File: src/rtl/lock_sequencer.sv
// rtl/lock_sequencer.sv - four-symbol UART combination lock with retry lockout
// Optional auto-relock timer: define LOCK_SEQUENCER_RELOCK_TIMEOUT_EN.
module lock_sequencer #(
    parameter logic [7:0] CODE           = 8'b00011011,
    parameter int         MAX_TRIES      = 3,
    parameter int         LOCKOUT_CYCLES = 500000000,
    parameter int         RELOCK_CYCLES  = 1000000000
) (
    input  logic       clk,
    input  logic       rst,
    input  logic       rx_valid,
    input  logic [7:0] rx_data,
    output logic       unlocked,
    output logic       lockout,
    output logic       fail_tick,
    output logic [2:0] digit_count
);

    localparam int TMAX = (LOCKOUT_CYCLES > RELOCK_CYCLES) ? LOCKOUT_CYCLES : RELOCK_CYCLES;
    localparam int TW   = $clog2(TMAX) + 1;

    typedef enum logic [1:0] {
        S_LOCKED   = 2'd0,
        S_CHECK    = 2'd1,
        S_UNLOCKED = 2'd2,
        S_LOCKOUT  = 2'd3
    } state_t;

    state_t        state, state_nx;
    logic [7:0]    buffer, buffer_nx;
    logic [2:0]    count, count_nx;
    logic [2:0]    attempts, attempts_nx;
    logic [TW-1:0] timer, timer_nx;
    logic          fail_nx;

    logic       is_sym;
    logic       is_clr;
    logic [1:0] sym;
    logic [2:0] attempts_inc;

    // 'a'..'d' (0x61..0x64) map to 0..3 via the low two bits minus one.
    assign is_sym = rx_valid && (rx_data >= 8'h61) && (rx_data <= 8'h64);
    assign is_clr = rx_valid && (rx_data == 8'h65);
    assign sym    = rx_data[1:0] - 2'd1;

    // Saturating increment so the attempt counter can never wrap.
    assign attempts_inc = (attempts == 3'd7) ? attempts : attempts + 3'd1;

    always_ff @(posedge clk or posedge rst) begin
        if (rst) begin
            state     <= S_LOCKED;
            buffer    <= 8'd0;
            count     <= 3'd0;
            attempts  <= 3'd0;
            timer     <= '0;
            fail_tick <= 1'b0;
        end else begin
            state     <= state_nx;
            buffer    <= buffer_nx;
            count     <= count_nx;
            attempts  <= attempts_nx;
            timer     <= timer_nx;
            fail_tick <= fail_nx;
        end
    end

    always_comb begin
        state_nx    = state;
        buffer_nx   = buffer;
        count_nx    = count;
        attempts_nx = attempts;
        timer_nx    = timer;
        fail_nx     = 1'b0;

        case (state)
            S_LOCKED: begin
                if (is_sym) begin
                    buffer_nx = {buffer[5:0], sym};
                    count_nx  = count + 3'd1;
                    if (count == 3'd3) begin
                        state_nx = S_CHECK;
                    end
                end else if (is_clr) begin
                    buffer_nx = 8'd0;
                    count_nx  = 3'd0;
                end
            end

            S_CHECK: begin
                buffer_nx = 8'd0;
                count_nx  = 3'd0;
                if (buffer == CODE) begin
                    state_nx    = S_UNLOCKED;
                    attempts_nx = 3'd0;
`ifdef LOCK_SEQUENCER_RELOCK_TIMEOUT_EN
                    timer_nx    = TW'(RELOCK_CYCLES - 1);
`endif
                end else begin
                    fail_nx     = 1'b1;
                    attempts_nx = attempts_inc;
                    if (attempts_inc >= 3'(MAX_TRIES)) begin
                        state_nx = S_LOCKOUT;
                        timer_nx = TW'(LOCKOUT_CYCLES - 1);
                    end else begin
                        state_nx = S_LOCKED;
                    end
                end
            end

            S_UNLOCKED: begin
`ifdef LOCK_SEQUENCER_RELOCK_TIMEOUT_EN
                if (is_clr || (timer == '0)) begin
                    state_nx = S_LOCKED;
                    timer_nx = '0;
                end else begin
                    timer_nx = timer - 1'b1;
                end
`else
                if (is_clr) begin
                    state_nx = S_LOCKED;
                end
`endif
            end

            S_LOCKOUT: begin
                if (timer == '0) begin
                    state_nx    = S_LOCKED;
                    attempts_nx = 3'd0;
                end else begin
                    timer_nx = timer - 1'b1;
                end
            end

            default: begin
                state_nx = S_LOCKED;
            end
        endcase
    end

    assign unlocked    = (state == S_UNLOCKED);
    assign lockout     = (state == S_LOCKOUT);
    assign digit_count = count;

endmodule

File: config.mk
export PLATFORM = sky130hd
export DESIGN_NAME = lock_sequencer
export DESIGN_NICKNAME = d
export VERILOG_FILES = /design/src/rtl/lock_sequencer.sv
export SDC_FILE = /design/constraint.sdc
export NUM_CORES = 1
export LEC_CHECK = 0
export ABC_AREA = 0
export ABC_CLOCK_PERIOD_IN_PS = 2900
export BUFFER_PORTS_ARGS = -buffer_cell sky130_fd_sc_hd__clkbuf_2
export CAP_MARGIN = 20
export CELL_PAD_IN_SITES_DETAIL_PLACEMENT = 1
export CELL_PAD_IN_SITES_GLOBAL_PLACEMENT = 2
export CORE_UTILIZATION = 30
export CTS_CLUSTER_DIAMETER = 60
export CTS_CLUSTER_SIZE = 16
export DETAILED_ROUTE_END_ITERATION = 12
export PLACE_DENSITY = 0.68
export SLEW_MARGIN = 20
export SYNTH_ARGS = -nofsm -noshare
export SYNTH_HDL_FRONTEND = slang
export SYNTH_SLANG_ARGS = --single-unit
File: constraint.sdc
create_clock -name clk -period 2.9 [get_ports clk]
set_input_delay 0.58 -clock clk [delete_from_list [all_inputs] [get_ports clk]]
set_output_delay 0.58 -clock clk [all_outputs]
set_load 0.05 [all_outputs]
==> parameters.txt <==
Parameter                              Value

Outcome
  Run status ... completed

Placement
  Total half-perimeter wirelength after legalization and detailed placement ... 4893 µm
  Gp weighted congestion ... 0.6838
  Port buffer count ... 16
  Placed instance count ... 390

Critical path
  Category of the worst setup path launch point ... register
  CP Data Arrival Time ... 2650 ps
  Buffers and inverters on the worst path ... 0
  Max stage delay on crit path ... 580 ps
  Req. time, crit path ... 3090 ps
  Cell chain of the critical path ... or4_4 -> or4_4 -> o31ai_4 -> or4_1 -> nand3_1
  Crit Path Max Fanout ... 12
  Cell family contributing the most delay on the critical path ... simple AND/OR/NAND/NOR gates
  Capturing element type of the critical path ... register
  Cell occurring most often along the worst timing path ... sky130_fd_sc_hd__or4_4
  Slowest-stage cell, CP ... sky130_fd_sc_hd__or4_4
  Critical path type ... register to register

Timing
  Setup Viol. Count Final ... 0
  Slew Viols, Final ... 0
  Clock skew after layout ... 11.44 ps
  Relative max-transition margin ... 60.49%
  Unrepaired setup endpoints after global routing ... no
  Fmax ... 406.8 MHz
  Final Hold Vio Count ... 0
  Worst Max-Slew Pin Slew ... 591.8 ps
  Worst-case hold slack ... 311.7 ps
  Setup Total Neg Slack ... 0 ps
  Time the worst path needs with I/O delays and setup ... 2458 ps
  Portion of the clock cycle consumed by the worst path in the final layout ... 84.76%

Synthesis
  Yosys cell types ... 52
  Share of async-settable or async-resettable flops after synthesis ... 100.0%
  Most used DFF post-synth ... sky130_fd_sc_hd__dfrtp_1
  Fraction of the yosys area taken by sequential cells ... 45.54%
  Net count of the mapped netlist ... 282
  Warnings from Yosys ... 0
  Summed instance area of the synthesized netlist ... 2638 µm²
  Number of enable-type register cells in the synthesized netlist ... 0
  Count of state elements after synthesis ... 48
  Gate count after technology mapping ... 264
  Average cell area after synthesis ... 9.991 µm²

Cells and area
  Number of cells in the finished layout apart from fillers ... 398
  NumNets Final ... 310
  Area growth from synthesis to layout ... 13.90%
  Fraction of layout instances using a drive strength above 1 ... 17.41%
  Antenna diode count ... 0

Power and ir drop
  Fraction of power spent switching nets ... 24.90%
  Combinational share of power ... 4.6%
  Total power ... 1143 µW
  Total leakage power ... 0.001405 µW
  Power per standard cell area ... 380.3 nW/µm²
  Peak supply drop ... 0.0002006 V
  Sequential group share of total power ... 59.0%
  P_sw ... 284.5 µW
  Share of total power in the clock network ... 36.3%
  Pint ... 858.1 µW

CTS
  # hold bufs at CTS ... 0
  Setup Buffers After CTS ... 0
  Clock tree from TritonCTS ... built
  CTS max path bufs ... 2
  Clock root buffer master ... sky130_fd_sc_hd__clkbuf_8
  Number of clock sinks ... 48
  Clock-pin slew reported for the worst setup and hold paths after clock tree synthesis ... 100 ps
  Gates resized, CTS repair ... 0
  Maximum level of the CTS H-tree ... 2
  Number of clock buffers inserted by TritonCTS ... 5
  Clk Latency, worst-skew pair ... 310 ps

Floorplanning
  Cell row count ... 33
  Core Area ... 8382 µm²
  I/O pin cnt ... 17
  Overall die area ... 9171 µm²
  Die span in x ... 95.77 µm
  Effective utilization at floorplan ... 31.47%
  Height of the die ... 95.77 µm

Routing
  Number of iterations in the first detailed-routing pass ... 4
  Via-per-instance ratio ... 5.673
  Remaining routing DRC violations ... 0
  Detailed Route Iter0 Violations ... 49
  Total wirelength of the detailed-routed design ... 6847 µm
  Residual antenna-violating net count after detailed routing ... 0
  WL/cell ... 17.20 µm
  Via count ... 2,258

Global routing
  Maximum number of pins on one net before global-route repair ... 26
  Combined global-route utilization of all metal layers ... 16.18%
  Vias in the first global route ... 2,278
  Overflow after GRT ... 0
  First-pass GRT wire length ... 11,230 µm
  Antenna violations before repair ... 0

Flow run
  Max-cap viol count ... 0

Worst hold path
  Worst hold-check path type ... primary input to asynchronous set/reset pin
==> power by group through the flow <==
stage / sequential, µW / clock, µW / combinational [µW]
finish: 675 / 415 / 52.8
global route: 675 / 459 / 60.8
CTS: 675 / 431 / 55.2
detailed placement: 688 / 0 / 54.9
global placement: 688 / 0 / 54.2
floorplan: 699 / 0 / 21.5
==> sequential cells by signal (all words and copies together) (netlist names) <==
signal and flops:
fail_tick 1, digit_count 3, timer 31, buffer 8, attempts 3, state 2
==> per-stage QoR <==
stage          setup slack, ps  cell area, µm²  utilization (%)
3_3_place_gp             507.7            2917            34.80
3_5_place_dp             472.4            2917            34.80
2_1_floorplan            626.8            2638                -
6_report                 442.0            3004            35.84
4_1_cts                  448.3            3004            35.84
5_1_grt                  340.0            3004            35.84
==> worst register-to-register path: stages (launching register included) <==
cell	delay (ps)
sky130_fd_sc_hd__dfrtp_1	430
sky130_fd_sc_hd__or4_4	580
sky130_fd_sc_hd__or4_4	510
sky130_fd_sc_hd__o31ai_4	530
sky130_fd_sc_hd__or4_1	220
sky130_fd_sc_hd__nand3_1	70
==> layout by cell type (no fill, tap or decap), drive strengths merged, types with 7 or more instances in the layout <==
cell / count
nor2: 12
nor3: 11
or3: 9
o31ai: 10
ha: 7
inv: 10
a21oi: 9
buf: 12
clkbuf: 21
dfrtp: 48
o21ai: 18
or4: 9
nand3: 15
nand2: 19
==> layout make-up <==
cell class / count / area [µm²]
clock buffer: 5 / 68.82
clock inverter: 3 / 18.77
fill: 967 / 5378
inverter: 10 / 37.54
multi-input combinational: 199 / 1364
sequential: 48 / 1201
tap: 105 / 131.4
timing repair buffer: 28 / 182.7
==> cells in the mapped netlist, drive strengths merged, types with 5 or more instances <==
cell type | number | area share (%)
or3 | 9 | 2.1
nor4 | 6 | 1.9
o21ai | 18 | 3.4
o31ai | 10 | 3.9
nand4 | 6 | 1.7
a21oi | 9 | 1.7
a31oi | 6 | 1.4
nand2 | 19 | 2.7
nor3 | 11 | 2.5
inv | 10 | 1.4
ha | 7 | 3.3
dfrtp | 48 | 46
or4 | 9 | 2.8
nor2 | 12 | 1.7
nor2b | 5 | 1.2
nand3 | 15 | 2.8
a22o | 6 | 2.0
clkbuf | 5 | 0.71
==> kinds of logic after synthesis <==
family	synth area share (%)
AOI/OAI and AO/OA	20.07
xor gates and xnor gates	0.9964
adders and majority gates	3.321
buffers and inverters	2.751
DFF	45.54
muxes	1.945
and+or+nand+nor	25.38
==> routing by layer <==
layer  up-vias  global-route usage (%)  part of all wire, %
met1      1157                   21.16                   49
met5         -                       0                    0
met4         0                   4.104                 0.85
li1       1079                       -                    -
met3         4                   2.686                  1.9
met2        18                   27.74                   49
==> final timing paths <==
kind / endpoint / slack, ps / from / depth (start not counted)
setup / recovery: timer[13]$_DFFE_PP0P_ / 440 / timer[25]$_DFFE_PP0P_ / 5
hold / removal: buffer[1]$_DFFE_PP0P_ / 310 / rst / 2
setup reg to reg: timer[13]$_DFFE_PP0P_ / 440 / timer[25]$_DFFE_PP0P_ / 5
hold reg to reg: timer[11]$_DFFE_PP0P_ / 500 / timer[11]$_DFFE_PP0P_ / 1
max in group asynchronous: attempts[0]$_DFFE_PP0P_ / 2030 / rst / 3
min in group clk: timer[11]$_DFFE_PP0P_ / 500 / timer[11]$_DFFE_PP0P_ / 1
No activity file was read; power rests on OpenSTA's default activity.
